--- config.mk ---
export PLATFORM = sky130hd
export DESIGN_NAME = kmc_nprx_flat
export DESIGN_NICKNAME = d
export VERILOG_FILES = /design/src/rtl/kmc_nprx_pkg.sv /design/src/rtl/kmc_nprx_if.sv /design/src/rtl/kmc_nprx.sv /design/src/flat_wrapper.sv
export SDC_FILE = /design/constraint.sdc
export NUM_CORES = 1
export LEC_CHECK = 0
export ABC_CLOCK_PERIOD_IN_PS = 2500
export CORE_MARGIN = 1
export CORE_UTILIZATION = 37
export DETAILED_ROUTE_END_ITERATION = 6
export PLACE_DENSITY_LB_ADDON = 0.2
export SYNTH_ARGS = -nofsm -noshare
export SYNTH_HDL_FRONTEND = slang
export SYNTH_SLANG_ARGS = --single-unit
--- constraint.sdc ---
create_clock -name clk -period 2.5 [get_ports clk]
set_clock_uncertainty 0.05 [all_clocks]
set_input_delay 0.5 -clock clk [delete_from_list [all_inputs] [get_ports clk]]
set_output_delay 0.5 -clock clk [all_outputs]
set_load 0.05 [all_outputs]
--- src/rtl/kmc_nprx_pkg.sv ---
`default_nettype none
// ============================================================================
//  Module   : kmc_nprx_pkg
//  Purpose  : Shared KMC definitions for the NPR bus-cycle engine: state
//             encoding, KS10 bus address word flag positions, NPR control
//             register bit positions and a helper that packs an address word.
//  Ports    : none (package)
//  Revision : 1.0  initial release
// ============================================================================
package kmc_nprx_pkg;

    // NPR engine states, explicitly encoded.
    typedef enum logic [1:0] {
        ST_IDLE = 2'd0,
        ST_REQ  = 2'd1,
        ST_ACK  = 2'd2,
        ST_WAIT = 2'd3
    } nprState_t;

    // Flag bit positions in the 36-bit KS10 bus address word.
    localparam int c_ADDR_IO    = 21;
    localparam int c_ADDR_BYTE  = 20;
    localparam int c_ADDR_WRITE = 19;
    localparam int c_ADDR_READ  = 18;

    // NPR control register fields.
    localparam int c_NPRC_BYTE  = 7;
    localparam int c_NPRC_OUT   = 4;

    // Widths.
    localparam int c_BUS_W      = 36;
    localparam int c_UBA_W      = 18;
    localparam int c_DATA_W     = 16;

    // Build a bus address word for an IO-space NPR cycle. READ is always
    // the complement of WRITE for NPR transfers.
    function automatic logic [c_BUS_W-1:0] busAddrWord(
        input logic               byteXfer,
        input logic               write,
        input logic [c_UBA_W-1:0] addr
    );
        logic [c_BUS_W-1:0] word;
        word                = '0;
        word[c_UBA_W-1:0]   = addr;
        word[c_ADDR_IO]     = 1'b1;
        word[c_ADDR_BYTE]   = byteXfer;
        word[c_ADDR_WRITE]  = write;
        word[c_ADDR_READ]   = ~write;
        return word;
    endfunction

endpackage : kmc_nprx_pkg
`default_nettype wire

--- src/rtl/kmc_nprx_if.sv ---
`default_nettype none
// ============================================================================
//  Module   : kmc_nprx_if
//  Purpose  : Bundles the NPR control handshake, KMC register inputs and the
//             KS10 bus request/acknowledge/data signals of the NPR engine.
//  Ports    : master - drives requests/registers/bus responses (environment)
//             slave  - the NPR engine (kmc_nprx)
//  Revision : 1.0  initial release
// ============================================================================
interface kmc_nprx_if;

    // NPR control side
    logic        kmcINIT;
    logic        nprREQI;
    logic        nprACKO;
    logic [7:0]  kmcNPRC;
    logic [15:0] kmcIBA;
    logic [15:0] kmcOBA;
    logic [1:0]  kmcBAEO;
    logic [15:0] kmcODATA;
    logic [15:0] kmcIDATA;

    // KS10 bus side
    logic        busREQO;
    logic        busACKI;
    logic [35:0] busADDRO;
    logic [35:0] busDATAO;
    logic [35:0] busDATAI;

    modport master (
        output kmcINIT, nprREQI, kmcNPRC, kmcIBA, kmcOBA, kmcBAEO, kmcODATA,
               busACKI, busDATAI,
        input  nprACKO, kmcIDATA, busREQO, busADDRO, busDATAO
    );

    modport slave (
        input  kmcINIT, nprREQI, kmcNPRC, kmcIBA, kmcOBA, kmcBAEO, kmcODATA,
               busACKI, busDATAI,
        output nprACKO, kmcIDATA, busREQO, busADDRO, busDATAO
    );

endinterface : kmc_nprx_if
`default_nettype wire

--- src/rtl/kmc_nprx.sv ---
`default_nettype none
// ============================================================================
//  Module   : kmc_nprx
//  Purpose  : KMC NPR (non-processor request) bus-cycle engine. Latches a
//             transfer request from the NPR control register, runs one KS10
//             bus cycle (read into kmcIDATA or write from kmcODATA), returns a
//             single-cycle acknowledge, then waits for the request to drop.
//             An upstream NXM timeout (request dropped before bus acknowledge)
//             abandons the cycle silently.
//  Ports    : clk  - system clock, rising edge
//             rst  - synchronous active-high reset
//             bus  - kmc_nprx_if.slave: NPR control handshake, KMC register
//                    inputs, bus request/address/data, captured read data
//  Revision : 1.0  initial release
// ============================================================================
module kmc_nprx
    import kmc_nprx_pkg::*;
(
    input wire          clk,
    input wire          rst,
    kmc_nprx_if.slave   bus
);

    nprState_t              r_state;
    nprState_t              w_stateNext;

    logic                   w_clear;
    logic                   w_latch;
    logic                   w_done;
    logic                   w_abort;
    logic [c_UBA_W-1:0]     w_latchAddr;
    logic                   w_latchOut;
    logic                   w_latchByte;

    logic                   r_nprOut;
    logic                   r_busReq;
    logic [c_BUS_W-1:0]     r_busAddr;
    logic [c_BUS_W-1:0]     r_busData;
    logic                   r_ack;
    logic [c_DATA_W-1:0]    r_iData;

    // Bits of the register/bus inputs that this engine never looks at.
    logic                   w_unusedBits;
    assign w_unusedBits = ^{bus.busDATAI[35:16], bus.kmcNPRC[6:5],
                            bus.kmcNPRC[1:0]};

    // KMC initialize behaves exactly like a system reset.
    assign w_clear     = rst | bus.kmcINIT;

    assign w_latchOut  = bus.kmcNPRC[c_NPRC_OUT];
    assign w_latchByte = bus.kmcNPRC[c_NPRC_BYTE];
    assign w_latchAddr = w_latchOut ? {bus.kmcBAEO, bus.kmcOBA}
                                    : {bus.kmcNPRC[3:2], bus.kmcIBA};

    // ------------------------------------------------------------------
    // State register
    // ------------------------------------------------------------------
    always_ff @(posedge clk) begin
        if (w_clear) begin
            r_state <= ST_IDLE;
        end else begin
            r_state <= w_stateNext;
        end
    end

    // ------------------------------------------------------------------
    // Next-state and per-cycle event decode
    // ------------------------------------------------------------------
    always_comb begin
        w_stateNext = r_state;
        w_latch     = 1'b0;
        w_done      = 1'b0;
        w_abort     = 1'b0;
        case (r_state)
            ST_IDLE: begin
                if (bus.nprREQI) begin
                    w_latch     = 1'b1;
                    w_stateNext = ST_REQ;
                end
            end
            ST_REQ: begin
                // A bus acknowledge beats a simultaneous request drop.
                if (bus.busACKI) begin
                    w_done      = 1'b1;
                    w_stateNext = ST_ACK;
                end else if (!bus.nprREQI) begin
                    w_abort     = 1'b1;
                    w_stateNext = ST_IDLE;
                end
            end
            ST_ACK: begin
                w_stateNext = ST_WAIT;
            end
            ST_WAIT: begin
                // Hold off until the requester releases, so a request that
                // stays high never starts a second transfer.
                if (!bus.nprREQI) begin
                    w_stateNext = ST_IDLE;
                end
            end
            default: begin
                w_stateNext = ST_IDLE;
            end
        endcase
    end

    // ------------------------------------------------------------------
    // Registered datapath and outputs. The bus address/data registers
    // double as the latched transfer fields, so later register changes
    // cannot disturb a cycle in progress.
    // ------------------------------------------------------------------
    always_ff @(posedge clk) begin
        if (w_clear) begin
            r_nprOut  <= 1'b0;
            r_busReq  <= 1'b0;
            r_busAddr <= '0;
            r_busData <= '0;
            r_ack     <= 1'b0;
            r_iData   <= '0;
        end else begin
            r_ack <= w_done;

            if (w_latch) begin
                r_nprOut  <= w_latchOut;
                r_busReq  <= 1'b1;
                r_busAddr <= busAddrWord(w_latchByte, w_latchOut, w_latchAddr);
                // Byte writes pass the word through; the bus picks the lane
                // from address bit 0.
                r_busData <= w_latchOut ? {20'b0, bus.kmcODATA} : '0;
            end

            if (w_done || w_abort) begin
                r_busReq  <= 1'b0;
                r_busAddr <= '0;
                r_busData <= '0;
            end

            if (w_done && !r_nprOut) begin
                r_iData <= bus.busDATAI[c_DATA_W-1:0];
            end
        end
    end

    assign bus.busREQO  = r_busReq;
    assign bus.busADDRO = r_busAddr;
    assign bus.busDATAO = r_busData;
    assign bus.nprACKO  = r_ack;
    assign bus.kmcIDATA = r_iData;

endmodule : kmc_nprx
`default_nettype wire

--- src/flat_wrapper.sv ---
// flat-port wrapper written by rule: the top's interface ports become plain ports
module kmc_nprx_flat import kmc_nprx_pkg::*;
  (clk, rst, bus_kmcINIT, bus_nprREQI, bus_kmcNPRC, bus_kmcIBA, bus_kmcOBA, bus_kmcBAEO, bus_kmcODATA, bus_busACKI, bus_busDATAI, bus_nprACKO, bus_kmcIDATA, bus_busREQO, bus_busADDRO, bus_busDATAO);
  kmc_nprx_if bus_i ();
  input wire clk;
  input wire rst;
  input wire logic [$bits(bus_i.kmcINIT)-1:0] bus_kmcINIT;
  input wire logic [$bits(bus_i.nprREQI)-1:0] bus_nprREQI;
  input wire logic [$bits(bus_i.kmcNPRC)-1:0] bus_kmcNPRC;
  input wire logic [$bits(bus_i.kmcIBA)-1:0] bus_kmcIBA;
  input wire logic [$bits(bus_i.kmcOBA)-1:0] bus_kmcOBA;
  input wire logic [$bits(bus_i.kmcBAEO)-1:0] bus_kmcBAEO;
  input wire logic [$bits(bus_i.kmcODATA)-1:0] bus_kmcODATA;
  input wire logic [$bits(bus_i.busACKI)-1:0] bus_busACKI;
  input wire logic [$bits(bus_i.busDATAI)-1:0] bus_busDATAI;
  output wire logic [$bits(bus_i.nprACKO)-1:0] bus_nprACKO;
  output wire logic [$bits(bus_i.kmcIDATA)-1:0] bus_kmcIDATA;
  output wire logic [$bits(bus_i.busREQO)-1:0] bus_busREQO;
  output wire logic [$bits(bus_i.busADDRO)-1:0] bus_busADDRO;
  output wire logic [$bits(bus_i.busDATAO)-1:0] bus_busDATAO;
  assign bus_i.kmcINIT = bus_kmcINIT;
  assign bus_i.nprREQI = bus_nprREQI;
  assign bus_i.kmcNPRC = bus_kmcNPRC;
  assign bus_i.kmcIBA = bus_kmcIBA;
  assign bus_i.kmcOBA = bus_kmcOBA;
  assign bus_i.kmcBAEO = bus_kmcBAEO;
  assign bus_i.kmcODATA = bus_kmcODATA;
  assign bus_i.busACKI = bus_busACKI;
  assign bus_i.busDATAI = bus_busDATAI;
  assign bus_nprACKO = bus_i.nprACKO;
  assign bus_kmcIDATA = bus_i.kmcIDATA;
  assign bus_busREQO = bus_i.busREQO;
  assign bus_busADDRO = bus_i.busADDRO;
  assign bus_busDATAO = bus_i.busDATAO;
  kmc_nprx u_core (.clk(clk), .rst(rst), .bus(bus_i));
endmodule
==> Word level (Yosys, flattened, before mapping) <==
Index checks and enable logic that the tools add are counted.
{ "classes": {"muxes": 13, "n_eq_ne": 4, "bitwise": 2, "n_lt_le_gt_ge": 0, "n_shift": 0, "reduce_logical": 5, "div": 0, "n_mul": 0, "add_sub_neg": 0} }
{ "ops": {"columns": ["op", "n"], "rows": [
  ["18-bit 2-to-1 mux", 1],
  ["16-bit 2-to-1 mux", 1],
  ["2-bit case mux with 4 select lines", 1],
  ["1-bit 2-to-1 mux", 7],
  ["2-bit 2-to-1 mux", 3],
  ["2-bit equality test, second input constant", 2],
  ["2-bit by 1-bit equality test with 1-bit output, second input constant", 1],
  ["2-bit zero test", 1],
  ["2-bit != test, second input constant", 1],
  ["2-bit OR reduction", 1],
  ["1-bit logical AND", 1],
  ["1-bit zero test", 1],
  ["1-bit logical OR", 1],
  ["1-bit NOT", 1],
  ["1-bit bitwise OR", 1]
]} }
{ "totals": {"latchBits": 0, "memories": 0, "output_inout_bits": 90, "regBits": 79, "in_bits": 99, "mem_bits_ro": 0, "ram_bits": 0} }

==> Longest topological paths before layout <==
Gate-level depths: netlist of the first run.
{ "logic_depth": {"depth_word": 5, "ltp_mapped": 5} }

==> Least setup slack after synthesis of the first run <==
No wires, ideal clock.
{ "synth_timing": {"path_kind": "register to output", "start": "register u_core.bus.busREQO (netlist name)", "end": "output port bus_busADDRO[21]", "required_ns": 1.950, "setup_slack_ns": 1.036, "t_arrival_ns": 0.914, "path_stages_with_launch": 2, "path_buffers": 1, "path_cell_list": "dfxtp_1 > buf_4"} }
{ "synth_lines": {"columns": ["item", "line", "text"], "rows": [
  ["end: declaration", "flat_wrapper.sv:19", "output wire logic [$bits(bus_i.busADDRO)-1:0] bus_busADDRO;"]
]} }

==> Worst setup path after layout of the first run <==
{ "layout_timing": {"start": "register u_core.r_busReq (netlist: u_core.bus.busREQO)", "end": "output port bus_busREQO"} }
{ "layout_lines": {"columns": ["item", "line", "text"], "rows": [
  ["start: declaration", "kmc_nprx.sv:36", "logic r_busReq;"],
  ["start signal: assignment", "kmc_nprx.sv:115", "r_busReq <= 1'b0;"],
  ["start signal: assignment", "kmc_nprx.sv:125", "r_busReq <= 1'b1;"],
  ["start signal: assignment", "kmc_nprx.sv:133", "r_busReq <= 1'b0;"],
  ["end: declaration", "flat_wrapper.sv:18", "output wire logic [$bits(bus_i.busREQO)-1:0] bus_busREQO;"]
]} }
No word-level cell between the ends.

==> results of run 1 <==
## worst register-to-register path: cells and delay by family (launching register included)
family         cells  cell delay (ns)
AO/OA/AOI/OAI      2             0.99
flip-flops         1             0.48
## cells in the final DEF, fill, tap and decap left out, types with 9 or more instances in the layout
cell / Yosys / layout
clkbuf_8: 0 / 12
clkdlybuf4s50_1: 0 / 129
nand3_1: 16 / 16
dfxtp_1: 58 / 58
nor2_1: 23 / 23
mux2i_1: 18 / 18
a211oi_2: 10 / 10
a211oi_1: 9 / 9
nand2_1: 55 / 55
conb_1: 1 / 34
a21oi_1: 34 / 34
## logic make-up after synthesis
group | count (synthesis)
multiplexers | 18
buffers and inverters | 58
AO/OA/AOI/OAI | 56
flip-flops | 58
AND/OR/NAND/NOR | 103
other | 1
## flip-flops by register name, indices dropped and copies added (netlist names)
register and count:
u_core.r_state 2, u_core.bus.busDATAO 16, u_core.bus.nprACKO 1, u_core.bus.busREQO 1, u_core.bus.busADDRO 21, u_core.r_nprOut 1, u_core.bus.kmcIDATA 16
## through the flow
| stage | worst slack [ns] | hold WS [ns] | util, % |
|---|---|---|---|
| 5_1_grt | 0.383 | 0.422 | 59.2 |
| 2_1_floorplan | 1.04 | 0.390 | - |
| 3_5_place_dp | 0.186 | 0.394 | 55.7 |
| 6_report | 0.445 | 0.399 | 59.2 |
| 3_3_place_gp | 0.204 | 0.387 | 55.7 |
| 4_1_cts | 0.420 | 0.403 | 59.2 |
## cells in the mapped netlist
cell	instances
dfxtp_1	58
nand2_1	55
buf_4	43
a21oi_1	34
nor2_1	23
mux2i_1	18
nand3_1	16
a211oi_2	10
a211oi_1	9
buf_2	5
buf_6	4
clkbuf_1	4
a21oi_2	2
a31o_2	1
and4bb_2	1
clkbuf_2	1
conb_1	1
inv_1	1
nand2b_1	1
nand4bb_1	1
nor3_1	1
nor3b_1	1
nor3b_2	1
or2_1	1
or2_2	1
or3b_1	1
## cell type report
type	instances	area [um2]	share of cell area (%)
Clock buffer	12	165	4.11
Inverter	1	3.75	0.0933
Sequential cell	58	1160	28.9
Tap cell	96	120	2.99
Clock inverter	4	72.6	1.80
Multi-Input combinational cell	211	1150	28.7
Timing Repair Buffer	135	1350	33.5
## worst paths after layout
path                            from                       to  slack [ns]  cells past startpoint
max reg2reg        u_core.r_state[0]  u_core.bus.busDATAO[12]        0.81                      2
min reg2reg  u_core.bus.busDATAO[15]  u_core.bus.busDATAO[15]        0.40                      2
min          u_core.bus.busDATAO[15]  u_core.bus.busDATAO[15]        0.40                      2
max               u_core.bus.busREQO              bus_busREQO        0.45                      1
## routing by layer
metal  up-vias  global-route usage, %
met4         0                   8.18
met3        10                   5.77
met5         -                      0
li1       1158                      -
met1      1034                   21.4
met2        96                   29.7
## power breakdown
| group | internal (mW) | switching (mW) |
|---|---|---|
| Combinational | 0.191 | 0.320 |
| Sequential | 0.950 | 0.0145 |
| Clock | 0.641 | 0.371 |
| Total | 1.78 | 0.705 |
==> metrics.cfg, run 1 <==
[sta]
max_slew_margin_pct = 34.3
clock.fmax_ghz = 0.487
fin_crit_sh_pct = 82.2
period_minus_slack_ns = 2.05
timing_hold_violations_final = 0
rsz0062_at_grt = false
tightest_slew_ns = 0.985
tns_ns = 0
setup_viol = 0
slew_violations = 0

[placement]
io_buffers = 130
dp_hpwl_mm = 4.25
place_congestion = 0.698
placed_cell_area_um2 = 3780
dp_cells = 501

[die]
chipWidth_um = 85.8
initial_core_util_pct = 38.3
coreArea_um2 = 6790
fp.dieH_um = 85.8
io_pins = 189
die_area_um2 = 7370
rows = 30

[clocking]
ctsResizeCount = 0
numCtsBuffers = 9
clk_path_buf_depth = 2
path_clk_slew_ns = 0.06
cts_sinks = 58
cts-root-buf = clkbuf_8
ctsHoldBuffers = 0
clock_latency_ns = 0.33
cts_tree = yes
htree_levels = 3
cts_setup_buffers = 0

[yosys]
yosysTopAreaCellShare_pct = 44.7
netlist-cell-type-count = 26
yosysSeqAreaShare_pct = 44.7
synth-xor-area-share_pct = 0
synth_area_leaders = dfxtp_1, buf_4, nand2_1
synth_compound_area_share_pct = 15.0
yosysWarnings = 0
synth_area_per_cell_um2 = 8.84
synth_top_family_by_area = simple AND/OR/NAND/NOR gates
synth_fa_ha_area_share_pct = 0
syn-instance-count = 294
synth_area_um2 = 2600
yosysTopAreaCell = dfxtp_1
synth-simple-area-share_pct = 17.3
ys_seq_elements = 58
yosys-mux-area-fraction_pct = 6.93

[global_route]
antenna_found_initial = 0
grt_max_degree = 40
grt_pass1_vias = 2215
grt_overflow = 0
grtUsageTotal_pct = 18.0
grt_pass1_wl_mm = 10.3

[finish]
final_cells = 517
drive_above_1_share_pct = 9.03
fill_cells = 625
antenna_cells = 0
fin_nets = 515
design_area_um2 = 4020
syn_to_final_growth_pct = 54.7

[setup_path]
cpPeakStageDelay_ns = 0.82
cp-end-kind = output pin
worstPathMaxFanout = 3
cp_top_family = buffers and inverters
cp_cell_sequence = clkdlybuf4s50_1
cp.required_ns = 1.95
crit_type = reg2out
cp.arrival_ns = 1.50
cp_slowest_cell = clkdlybuf4s50_1
critPathLaunchType = flop
path_buf_inv = 1

[detailed_routing]
met3WireLength_um = 528
routedLengthMet1_mm = 2.56
ant_nets = 0
vias = 2298
wirelength_mm = 6.06
routed_via_density = 4.44
avgRoutedWirePerCell_um = 11.7
drc = 0
top_layer = met4
drtIter0Drc = 41
met2WireLength_mm = 2.88
detail_route.first_pass.iterations = 6

[outcome]
status = complete, no violations

[pwr]
total_power_mw = 2.49
leakage_nw = 1.49
powerDensity_nw_per_um2 = 619
ir_drop_mv = 0.319

[job]
maxCapViolCount = 0

[hold_path]
min_path_type = reg2reg

Power figures use the tool's default switching activity.
==> inputs of run 2 (changes only) <==
--- a/config.mk
+++ b/config.mk
@@ -5,9 +5,9 @@
 export SDC_FILE = /design/constraint.sdc
 export NUM_CORES = 1
 export LEC_CHECK = 0
-export ABC_CLOCK_PERIOD_IN_PS = 2500
+export ABC_CLOCK_PERIOD_IN_PS = 2000
 export CORE_MARGIN = 1
-export CORE_UTILIZATION = 37
+export CORE_UTILIZATION = 35
 export DETAILED_ROUTE_END_ITERATION = 6
 export PLACE_DENSITY_LB_ADDON = 0.2
 export SYNTH_ARGS = -nofsm -noshare
==> constraint.sdc (replaced) <==
create_clock -name clk -period 2 [get_ports clk]
set_clock_uncertainty 0.05 [all_clocks]
set_input_delay 0.4 -clock clk [delete_from_list [all_inputs] [get_ports clk]]
set_output_delay 0.4 -clock clk [all_outputs]
set_load 0.05 [all_outputs]
==> run 2 against run 1 <==
- sequential share of layout area is 0.18 points lower
- register-to-register slack worse by 0.18 ns
- combinational power is 27% higher
- clock power is 18% higher
- clock-buffer cell count is 1 lower
- non-clock buffer count is 2 higher
- critical path type unchanged
- wire length is 1.5% higher
- utilization is 3.1 points lower
- sequential power is 26% higher
- design area is 0.62% higher
- first-iteration DRC count is 54% higher
- critical path depth stayed put
==> metrics.cfg, run 2 (synthesized netlist as in run 1, its figures left out) <==
[outcome]
status = complete, no violations

[setup_path]
cp.arrival_ns = 1.49
cpPeakStageDelay_ns = 0.82
cp_cell_sequence = clkdlybuf4s50_1
cp.required_ns = 1.55
crit_type = reg2out
cp_top_family = buffers and inverters
cp-end-kind = output pin
path_buf_inv = 1
critPathLaunchType = flop
cp_slowest_cell = clkdlybuf4s50_1
worstPathMaxFanout = 2

[die]
fp.dieH_um = 88.2
chipWidth_um = 88.2
io_pins = 189
rows = 31
coreArea_um2 = 7210
die_area_um2 = 7780
initial_core_util_pct = 36.0

[detailed_routing]
drtIter0Drc = 63
routed_via_density = 4.41
drc = 0
vias = 2301
avgRoutedWirePerCell_um = 11.8
wirelength_mm = 6.16
detail_route.first_pass.iterations = 6
ant_nets = 0

[finish]
largest_register_ffs = 21
mostFrequentLayoutCell = clkdlybuf4s50_1
syn_to_final_growth_pct = 55.6
drive_above_1_share_pct = 9.69
fin_nets = 517
fill_cells = 675
final_util_pct = 56.1
antenna_cells = 0
final_cell_mix = clkdlybuf4s50_1, dfxtp_1, nand2_1

[sta]
setup_viol = 0
clock.fmax_ghz = 0.516
slew_violations = 0
period_minus_slack_ns = 1.94
tightest_slew_ns = 0.526
timing_hold_violations_final = 0
tns_ns = 0
rsz0062_at_grt = false
fin_crit_sh_pct = 96.9
max_slew_margin_pct = 64.9

[global_route]
grt_pass1_vias = 2111
grt_overflow = 0
antenna_found_initial = 0
grtUsageTotal_pct = 16.6
grt_pass1_wl_mm = 9.81
grt_max_degree = 41

[clocking]
numCtsBuffers = 9
cts-root-buf = clkbuf_8
path_clk_slew_ns = 0.07
cts_setup_buffers = 0
cts_sinks = 58
htree_levels = 3
cts_tree = yes
clk_path_buf_depth = 2
clock_latency_ns = 0.33

[pwr]
powerDensity_nw_per_um2 = 752
leakage_nw = 1.54
total_power_mw = 3.04
ir_drop_mv = 0.363

[hold_path]
min_path_type = reg2reg

[placement]
place_congestion = 0.696
dp_hpwl_mm = 4.31
io_buffers = 130

[job]
maxCapViolCount = 0

[run 2: per-layer routing]
layer	global-route usage (%)	routed length, um
met1	19.6	2620
met2	26.4	2820
met3	5.94	614
met4	8.80	99
met5	0	0
[run 2: path summary, 6_finish.rpt]
| kind | from | to | slack (ns) | depth (start not counted) |
|---|---|---|---|---|
| worst max register to register | u_core.r_state[1] | u_core.bus.busADDRO[12] | 0.63 | 4 |
| worst min-delay path | u_core.bus.busDATAO[11] | u_core.bus.busDATAO[11] | 0.40 | 2 |
| worst min register to register | u_core.bus.busDATAO[11] | u_core.bus.busDATAO[11] | 0.40 | 2 |
| worst max-delay path | u_core.bus.busADDRO[1] | bus_busADDRO[1] | 0.06 | 1 |
[run 2: power breakdown]
part           switching, mW  total, mW  internal [mW]
sequential            0.0181       1.21           1.19
clock                  0.456       1.19          0.731
combinational          0.403      0.650          0.247
[run 2: repair_timing]
action                                  4_1_cts  5_1_grt
endpoints found under the setup margin        0        2
hold endpoints to repair                      0        0
hold buffers                                  0        0
gates resized for setup                       0        2
[run 2: layout make-up]
type | instances | area, um2 | area share, %
clock buffers | 11 | 141 | 3.49
clock inverters | 5 | 77.6 | 1.92
inverters | 1 | 3.75 | 0.0928
multi-input cells | 211 | 1150 | 28.5
flip-flops and latches | 58 | 1160 | 28.7
well taps | 99 | 124 | 3.06
repair buffers | 137 | 1390 | 34.3
[run 2: metrics by stage]
step	area, um2	hold slack [ns]	std cells	setup WS [ns]
after global routing	4050	0.418	522	0.000225
after floorplan	2720	0.390	327	0.636
after detailed placement	3820	0.395	506	0.0648
after CTS	4040	0.404	522	0.0326
final	4050	0.399	522	0.0616
after global placement	3820	0.388	506	0.111
==> inputs of run 3 (changes only) <==
--- a/config.mk
+++ b/config.mk
@@ -10,6 +10,8 @@
 export CORE_UTILIZATION = 35
 export DETAILED_ROUTE_END_ITERATION = 6
 export PLACE_DENSITY_LB_ADDON = 0.2
+export SLEW_MARGIN = 20
 export SYNTH_ARGS = -nofsm -noshare
 export SYNTH_HDL_FRONTEND = slang
 export SYNTH_SLANG_ARGS = --single-unit
+export TNS_END_PERCENT = 50
==> results of run 3 <==
The final DEF is identical to that of run 2; final timing and power are the same.
